--- config.mk ---
export PLATFORM = sky130hd
export DESIGN_NAME = arm_control_unit
export DESIGN_NICKNAME = d
export VERILOG_FILES = /design/src/rtl/arm_control_unit.sv
export SDC_FILE = /design/constraint.sdc
export NUM_CORES = 1
export LEC_CHECK = 0
export CORE_AREA = 2 2 50 52
export DETAILED_ROUTE_END_ITERATION = 16
export DIE_AREA = 0 0 52 54
export PLACE_DENSITY = 0.72
export SLEW_MARGIN = 20
export SYNTH_ARGS = -nofsm -noshare
export SYNTH_HDL_FRONTEND = slang
export SYNTH_SLANG_ARGS = --single-unit
--- constraint.sdc ---
create_clock -name clk -period 1.7 [get_ports clk]
set_input_delay 0.34 -clock clk [delete_from_list [all_inputs] [get_ports clk]]
set_output_delay 0.34 -clock clk [all_outputs]
set_load 0.02 [all_outputs]
--- src/rtl/arm_control_unit.sv ---
// Control unit for the single-cycle ARM datapath: decode, NZCV flags, condition check, memory stall FSM.
// Optional MEM_TIMEOUT_EN adds a MEMWAIT timeout that aborts the access and sets sticky MemErr.
module arm_control_unit #(
    parameter int unsigned MEM_TIMEOUT = 15
) (
    input  logic        clk,
    input  logic        reset,
    input  logic [19:0] Instr,
    input  logic [3:0]  ALUFlags,
    input  logic        MemReady,
    output logic [1:0]  RegSrc,
    output logic        RegWrite,
    output logic [1:0]  ImmSrc,
    output logic        ALUSrc,
    output logic [2:0]  ALUControl,
    output logic        MemtoReg,
    output logic        MemWrite,
    output logic        MemReq,
    output logic        PCSrc,
    output logic        PCEn,
    output logic [3:0]  Flags,
    output logic        MemErr
);

    localparam logic [2:0] ALU_ADD = 3'b000;
    localparam logic [2:0] ALU_SUB = 3'b001;
    localparam logic [2:0] ALU_AND = 3'b010;
    localparam logic [2:0] ALU_ORR = 3'b011;
    localparam logic [2:0] ALU_EOR = 3'b100;

    typedef enum logic {EXEC, MEMWAIT} state_t;

    state_t     state, state_n;
    logic [3:0] cond, rd;
    logic [1:0] op;
    logic [5:0] funct;
    logic       regw, memw, branch, is_mem, condex, pc_taken, timeout;
    logic [1:0] flagw;
    logic       unused_rn;

    // Instr carries bits [31:12] of the instruction word
    assign cond      = Instr[19:16];
    assign op        = Instr[15:14];
    assign funct     = Instr[13:8];
    assign rd        = Instr[3:0];
    assign unused_rn = ^Instr[7:4];

    // Main and ALU decode
    always_comb begin
        RegSrc     = 2'b00;
        ImmSrc     = 2'b00;
        ALUSrc     = 1'b0;
        ALUControl = ALU_ADD;
        MemtoReg   = 1'b0;
        regw       = 1'b0;
        memw       = 1'b0;
        branch     = 1'b0;
        is_mem     = 1'b0;
        flagw      = 2'b00;
        case (op)
            2'b00: begin
                ALUSrc = funct[5];
                regw   = 1'b1;
                case (funct[4:1])
                    4'b0100: begin ALUControl = ALU_ADD; flagw = {2{funct[0]}};    end
                    4'b0010: begin ALUControl = ALU_SUB; flagw = {2{funct[0]}};    end
                    4'b0000: begin ALUControl = ALU_AND; flagw = {funct[0], 1'b0}; end
                    4'b1100: begin ALUControl = ALU_ORR; flagw = {funct[0], 1'b0}; end
                    4'b0001: begin ALUControl = ALU_EOR; flagw = {funct[0], 1'b0}; end
                    4'b1010: begin ALUControl = ALU_SUB; flagw = 2'b11; regw = 1'b0; end
                    default: regw = 1'b0;
                endcase
            end
            2'b01: begin
                ImmSrc     = 2'b01;
                ALUSrc     = 1'b1;
                ALUControl = funct[3] ? ALU_ADD : ALU_SUB;
                is_mem     = 1'b1;
                if (funct[0]) begin
                    MemtoReg = 1'b1;
                    regw     = 1'b1;
                end else begin
                    RegSrc = 2'b10;
                    memw   = 1'b1;
                end
            end
            2'b10: begin
                RegSrc = 2'b01;
                ImmSrc = 2'b10;
                ALUSrc = 1'b1;
                branch = 1'b1;
            end
            default: ;
        endcase
    end

    // Condition check against the registered flags {N,Z,C,V}
    always_comb begin
        condex = 1'b0;
        case (cond)
            4'b0000: condex = Flags[2];
            4'b0001: condex = ~Flags[2];
            4'b0010: condex = Flags[1];
            4'b0011: condex = ~Flags[1];
            4'b0100: condex = Flags[3];
            4'b0101: condex = ~Flags[3];
            4'b0110: condex = Flags[0];
            4'b0111: condex = ~Flags[0];
            4'b1000: condex = Flags[1] & ~Flags[2];
            4'b1001: condex = ~Flags[1] | Flags[2];
            4'b1010: condex = (Flags[3] == Flags[0]);
            4'b1011: condex = (Flags[3] != Flags[0]);
            4'b1100: condex = ~Flags[2] & (Flags[3] == Flags[0]);
            4'b1101: condex = Flags[2] | (Flags[3] != Flags[0]);
            4'b1110: condex = 1'b1;
            default: condex = 1'b0;
        endcase
    end

    assign pc_taken = (branch | ((rd == 4'd15) & regw)) & condex;

`ifdef MEM_TIMEOUT_EN
    localparam int unsigned CW = $clog2(MEM_TIMEOUT + 1);
    logic [CW-1:0] wait_cnt;

    assign timeout = (state == MEMWAIT) && (wait_cnt == CW'(MEM_TIMEOUT));

    always_ff @(posedge clk or negedge reset) begin
        if (!reset) begin
            wait_cnt <= '0;
            MemErr   <= 1'b0;
        end else begin
            wait_cnt <= (state == MEMWAIT) ? wait_cnt + CW'(1) : '0;
            if (timeout) MemErr <= 1'b1;
        end
    end
`else
    logic unused_cfg;
    assign unused_cfg = (MEM_TIMEOUT == 0);
    assign timeout    = 1'b0;
    assign MemErr     = 1'b0;
`endif

    always_ff @(posedge clk or negedge reset) begin
        if (!reset) state <= EXEC;
        else        state <= state_n;
    end

    // Next state and conditioned enables; stalls are cleared by reset asynchronously
    always_comb begin
        state_n  = state;
        PCEn     = 1'b0;
        MemReq   = 1'b0;
        RegWrite = 1'b0;
        MemWrite = 1'b0;
        PCSrc    = 1'b0;
        case (state)
            EXEC: begin
                PCSrc = pc_taken;
                if (is_mem && condex) begin
                    MemReq   = 1'b1;
                    MemWrite = memw;
                    if (MemReady) begin
                        PCEn     = 1'b1;
                        RegWrite = regw;
                    end else begin
                        state_n = MEMWAIT;
                    end
                end else begin
                    PCEn     = 1'b1;
                    RegWrite = regw & condex;
                    MemWrite = memw & condex;
                end
            end
            MEMWAIT: begin
                if (timeout) begin
                    PCEn    = 1'b1;
                    state_n = EXEC;
                end else begin
                    PCSrc    = pc_taken;
                    MemReq   = 1'b1;
                    MemWrite = memw;
                    if (MemReady) begin
                        PCEn     = 1'b1;
                        RegWrite = regw;
                        state_n  = EXEC;
                    end
                end
            end
            default: state_n = EXEC;
        endcase
        if (!reset) begin
            PCEn     = 1'b0;
            MemReq   = 1'b0;
            RegWrite = 1'b0;
            MemWrite = 1'b0;
            PCSrc    = 1'b0;
        end
    end

    // Flag register: NZ and CV halves written independently
    always_ff @(posedge clk or negedge reset) begin
        if (!reset) begin
            Flags <= 4'b0000;
        end else if (PCEn && condex) begin
            if (flagw[1]) Flags[3:2] <= ALUFlags[3:2];
            if (flagw[0]) Flags[1:0] <= ALUFlags[1:0];
        end
    end

endmodule

* After elaboration in Yosys (flattened, before gate mapping) *
Cells that the tools add are included.

operators by class
  eq/ne operators = 24
  muxes and demuxes = 36
  bitwise gates (word level) = 14
  reduce and logical (&&, ||, !) cells = 12

operators by type and width
  cell                                                                    count
  4-bit equality test (second input constant)                             10
  1-bit two-way mux                                                       21
  4-bit by 3-bit equality test with 1-bit output (second input constant)  5
  1-bit one-hot mux with 15 select lines                                  1
  1-bit one-hot mux with 2 select lines                                   7
  4-bit by 2-bit equality test with 1-bit output (second input constant)  3
  3-bit one-hot mux with 4 select lines                                   1
  4-bit by 1-bit equality test with 1-bit output (second input constant)  2
  4-bit logical NOT                                                       2
  2-bit one-hot mux with 2 select lines                                   2
  1-bit AND                                                               6
  2-bit one-hot mux with 3 select lines                                   1
  3-bit one-hot mux with 2 select lines                                   1
  2-bit OR reduction                                                      3
  1-bit inverter                                                          5
  5-bit OR reduction                                                      1
  2-bit two-way mux                                                       2
  2-bit AND reduction                                                     2
  1-bit bitwise OR                                                        3
  3-bit OR reduction                                                      1
  2-bit by 1-bit equality test with 1-bit output (second input constant)  1
  2-bit equality test (second input constant)                             1
  1-bit logical AND                                                       2
  2-bit logical NOT                                                       1
  other kinds (2)                                                         2

storage, ports and cells
  register bits after elaboration = 5
  bits of input ports = 27

* Logic depth before layout (Yosys ltp) *
Gate-level depths: netlist of the first run.

  word-level depth = 9
  depth in mapped cells = 7
  gate-level depth less buffers = 6

* Least setup slack after synthesis of the first run *
No wires, ideal clock.

  kind = register -> output
  start point = register Flags[2]
  end point = output MemWrite
  arrival time = 1.956 ns
  required time = 1.360 ns
  setup slack = -0.596 ns
  stages on the path, launching flop included = 7
  path buffers = 0
  cell sequence = dfrtp_1 -> nor3b_1 -> a21oi_1 -> or3_1 -> nand4_2 -> nor2_1 -> nor4b_1

between the ends
  cells in the longest elaborated chain, start to end = 7
  elaborated cells on any way between the ends = 11
  classes of those cells = mux (4); bitwise (6); reduce/logical (1)

RTL lines
  what                                                   line           RTL
  start: declaration                                     21             output logic [3:0] Flags,
  start signal: assignment                               206            if (flagw[1]) Flags[3:2] <= ALUFlags[3:2];
  1-bit inverter                                         102, 109, 113
  1-bit AND (on tied branches)                           113, 109
  1-bit one-hot mux with 15 select lines (*)             100            case (cond)
  1-bit AND / 1-bit logical AND (equally long branches)  172, 160
  1-bit two-way mux (*)                                  160            if (is_mem && condex) begin
  1-bit one-hot mux with 2 select lines (*)              157            case (state)
  1-bit two-way mux (*)                                  192            if (!reset) begin
  end: declaration                                       17             output logic MemWrite,

Every way passes the cells marked *; elsewhere a longest branch is shown, timed or not.

* Worst setup path in the final report of the first run *
  start point = register Flags[0]
  end point = output PCEn

between the ends
  cells in the longest elaborated chain, start to end = 7
  elaborated cells on any way between the ends = 10
  classes of those cells = eq/ne (2); mux (4); bitwise (3); reduce/logical (1)

RTL lines
  what                                                         line      RTL
  start signal: assignment                                     207       if (flagw[0]) Flags[1:0] <= ALUFlags[1:0];
  1-bit != test / 1-bit equality test (equally long branches)  --
  1-bit bitwise OR / 1-bit AND (equally long branches)         114, 113
  1-bit one-hot mux with 15 select lines (*)                   100
  1-bit logical AND (*)                                        160
  1-bit two-way mux (*)                                        160
  1-bit one-hot mux with 2 select lines (*)                    157
  1-bit two-way mux (*)                                        192
  end: declaration                                             20        output logic PCEn,

Marked as above.

==> summary.md, run 1 <==
| Metric | Value |
|---|---|
| Full die area | `0.00281 sq mm` |
| WL final | `2.46 mm` |
| Largest net degree at the start of global routing | `9` |
| Fin cells | `192` |
| Routed len/inst | `12.8 um` |
| VDD IR max | `409 uV` |
| WS Path Type | `flip-flop to output pin` |
| Clk pwr share | `0.180` |
| Clk pin slew, worst setup/hold paths | `0.05 ns` |
| Fin crit share | `1.34` |
| Setup WS pre-CTS | `-1.32 ns` |
| Synth top area share | `0.180` |
| Post-synth top cells | `nor2_1 (10), a21oi_1 (9), dfrtp_1 (5), ha_1 (5), nor3b_1 (5)` |
| Design Power | `0.775 mW` |
| CTS max path bufs | `2` |
| Post-synth EDFFs | `0` |
| Primary FF master, synth | `dfrtp_1` |
| Pins Over Slew Limit | `0` |
| Crit-path max cell delay | `0.44 ns` |
| Worst-path fanout max | `4` |
| CTS tree | `built` |
| Post-synthesis mux area share | `0.0934` |
| Post-synthesis xor/xnor area fraction | `0.0503` |
| Clk root buf | `clkbuf_4` |
| Total Nets Final | `195` |
| F_max | `438 MHz` |
| Drt pass-1 iters | `4` |
| Synth top area cells | `dfrtp_1 (18%), ha_1 (9.0%), a21oi_1 (6.5%), nor2_1 (5.4%), nor3b_1 (5.4%)` |
| RSZ-0062 raised after global routing | `yes` |
| Register area share after synthesis | `0.180` |
| CP Capture Type | `output pin` |
| Number of diodes | `0` |
| Setup TNS | `-4.77 ns` |
| Post-layout util | `0.659` |
| Share of layout cells above drive strength 1 | `0.537` |
| Starting Density | `0.300` |
| Startpoint Class | `flip-flop` |
| DR vias | `slightly above 900` |
| Initial drt markers | `23` |
| Status | `complete, but fails checks` |
| Net Sw Frac | `0.362` |
| Buffers and inverters on the worst path | `1` |
| All-layer global routing usage | `0.193` |
| Clock sinks | `5` |
| RD Place Congestion | `0.781` |
| Most numerous cell in the Yosys netlist | `nor2_1` |
| Gr ovfl total | `0` |
| Number of standard cells after synthesis | `87` |
| Asr flop ratio synth | `1.00` |
| Post-route ant nets | `0` |
| Inserted Clock Buffers | `3` |
| Worst Path Required | `1.36 ns` |
| First-pass GRT wire length | `4.08 mm` |
| Critical path, cell by cell | `xnor2_2 > a22oi_2 > mux2i_2 > nand4_4 > a21oi_4 > o21a_2 > buf_6` |
| P_leak | `about 0.77 nW` |
| Data arrival, critical path | `1.94 ns` |
| Initial antenna violation count | `0` |
| Adder-cell share of the synthesized area | `0.0898` |
| Placed Area | `0.00137 sq mm` |
| Worst setup margin | `-0.582 ns` |
| Vias in the first global route | `around 960` |
| Minimum clock period | `~2.3 ns` |
| Core ar. | `0.00232 sq mm` |
| Post-Syn Area | `around 700 sq um` |
| Design internal power | `0.494 mW` |
| Placed insts | `about 180` |
| Area delta synth->final | `119%` |
| CP max stage cell | `dfrtp_2` |
| Die Span X | `52 um` |
| Layout Skew | `0.00474 ns` |
| Row cnt | `18` |
| Max cap viols | `0` |
| Crit-path leading delay family | `compound AO/OA/AOI/OAI gates` |
| Sw Pwr | `roughly 0.28 mW` |
| Syn avg cell area | `8.01 sq um` |
| Hold Vio Cnt, Final | `0` |
| Final setup viols | `9` |
| Boundary Pins | `46` |
| Combinational Power Share | `0.612` |
| Syn_nets | `119` |
| P per Cell Area | `around 510 mW/mm^2` |
| Hold Crit Class | `input pin to asynchronous set/reset pin` |
| Ys Warns | `0` |
| Residual DRC | `0` |
| Leading area contributor after synthesis | `dfrtp_1` |
| Vias/cell | `slightly below 5` |
| Fin area | `~0.0015 sq mm` |
| Synth Register Bits | `5` |
| Largest family of logic cells by synthesized area | `simple AND/OR/NAND/NOR gates` |
| Die Y | `54 um` |
| Filler Cells Inserted | `200` |
| Flop pwr share | `0.209` |
| Worst skew pair latency | `0.24 ns` |
| Failing checks | `setup timing` |
| Compound-cell area share of the yosys netlist | `0.172` |
| Unique masters post-synth | `34` |
| H-tree Lvls | `1` |
| DP HPWL | `1.84 mm` |
| Synth Area in Simple Gates | `0.339` |
| Hold_buf cts | `0` |
| Port Buffers | `40` |
| Fin Hold WS | `around 0.46 ns` |
-- cell usage in the layout, fill, tap and decap left out, drive strengths merged --
cell type | Yosys | routed
buf | 4 | 46
clkdlybuf4s50 | 0 | 12
nor2 | 10 | 10
dlygate4sd2 | 0 | 9
a21oi | 9 | 9
dfrtp | 5 | 5
ha | 5 | 5
clkbuf | 0 | 5
nor3b | 5 | 5
nand2 | 4 | 4
dlymetal6s2s | 0 | 4
inv | 4 | 4
nor2b | 4 | 4
mux2 | 4 | 4
clkdlybuf4s15 | 0 | 3
o21ai | 3 | 3
o22ai | 2 | 2
or3 | 2 | 2
nand2b | 2 | 2
xor2 | 2 | 2
nor3 | 2 | 2
xnor2 | 2 | 2
mux2i | 2 | 2
and3b | 2 | 2
nand4 | 2 | 2
o21a | 2 | 2
nor4b | 2 | 2
and2 | 1 | 1
nand3b | 1 | 1
and4bb | 1 | 1
a22oi | 1 | 1
o211a | 1 | 1
o2111ai | 1 | 1
nand3 | 1 | 1
conb | 1 | 1
-- cells by family (layout without fill, tap and decap cells) --
group	after synthesis	count (layout)
and+or+nand+nor	39	39
AOI/OAI and AO/OA	19	19
buffers and inverters	8	83
muxes	6	6
adders and majority gates	5	5
DFF	5	5
xor gates and xnor gates	4	4
other	1	1
-- cell type report --
class	instances	area [sq um]	share of cell area
multi-input cells	74	674	0.441
repair buffers	75	646	0.423
inverters	4	15.0	0.00983
well taps	30	37.5	0.0246
clock buffers	4	26.3	0.0172
flip-flops and latches	5	129	0.0844
-- metal layers --
layer	vias to the layer above	share of wire	track usage
met3	4	0.069	0.0444
met2	35	0.51	0.359
met5	-	0	0
met4	0	0.013	0.0614
li1	460	-	-
met1	433	0.41	0.217
-- worst register-to-register path: cells and delay by family (launching register included) --
family / cells / cell delay (ns)
mux: 2 / 0.61
flops: 1 / 0.44
buf+inv: 3 / 0.42
compound gates: 2 / 0.33
simple gates: 1 / 0.18
xor+xnor: 1 / 0.14
-- power by group through the flow --
stage	Combinational [mW]	Clock (mW)	Sequential, mW
floorplan	0.162	0	0.183
global placement	0.407	0	0.158
detailed placement	0.415	0	0.159
CTS	0.448	0.147	0.157
global route	0.512	0.151	0.163
finish	0.474	0.139	0.162
-- worst paths after layout --
| kind | slack [ns] | to | depth (start not counted) | startpoint |
|---|---|---|---|---|
| setup / recovery | -0.58 | PCEn | 7 | Flags[0] |
| min in group clk | 0.66 | Flags[1] | 2 | Flags[1] |
| hold reg to reg | 0.66 | Flags[1] | 2 | Flags[1] |
| max in group asynchronous | 1.11 | Flags[3] | 2 | reset |
| setup reg to reg | -0.55 | Flags[3] | 9 | Flags[0] |
| hold / removal | 0.46 | Flags[0] | 2 | reset |
-- timing repair --
action | CTS | global route
endpoints found under the setup margin | 19 | 19
setup buffers | 3 | 2
gates resized for setup | 94 | 14
pin swaps | 10 | 11
-- sequential cells by signal, indices dropped and copies added (netlist names) --
name   cells
Flags      4
state      1
Note: power is estimated with default switching activity, not from simulation.
==> run 2: changes to the inputs <==
CTS_CLUSTER_SIZE = 16   (was not set)
==> results of run 2 <==
Same layout as run 1: the final DEF is identical, and so are final timing and power.
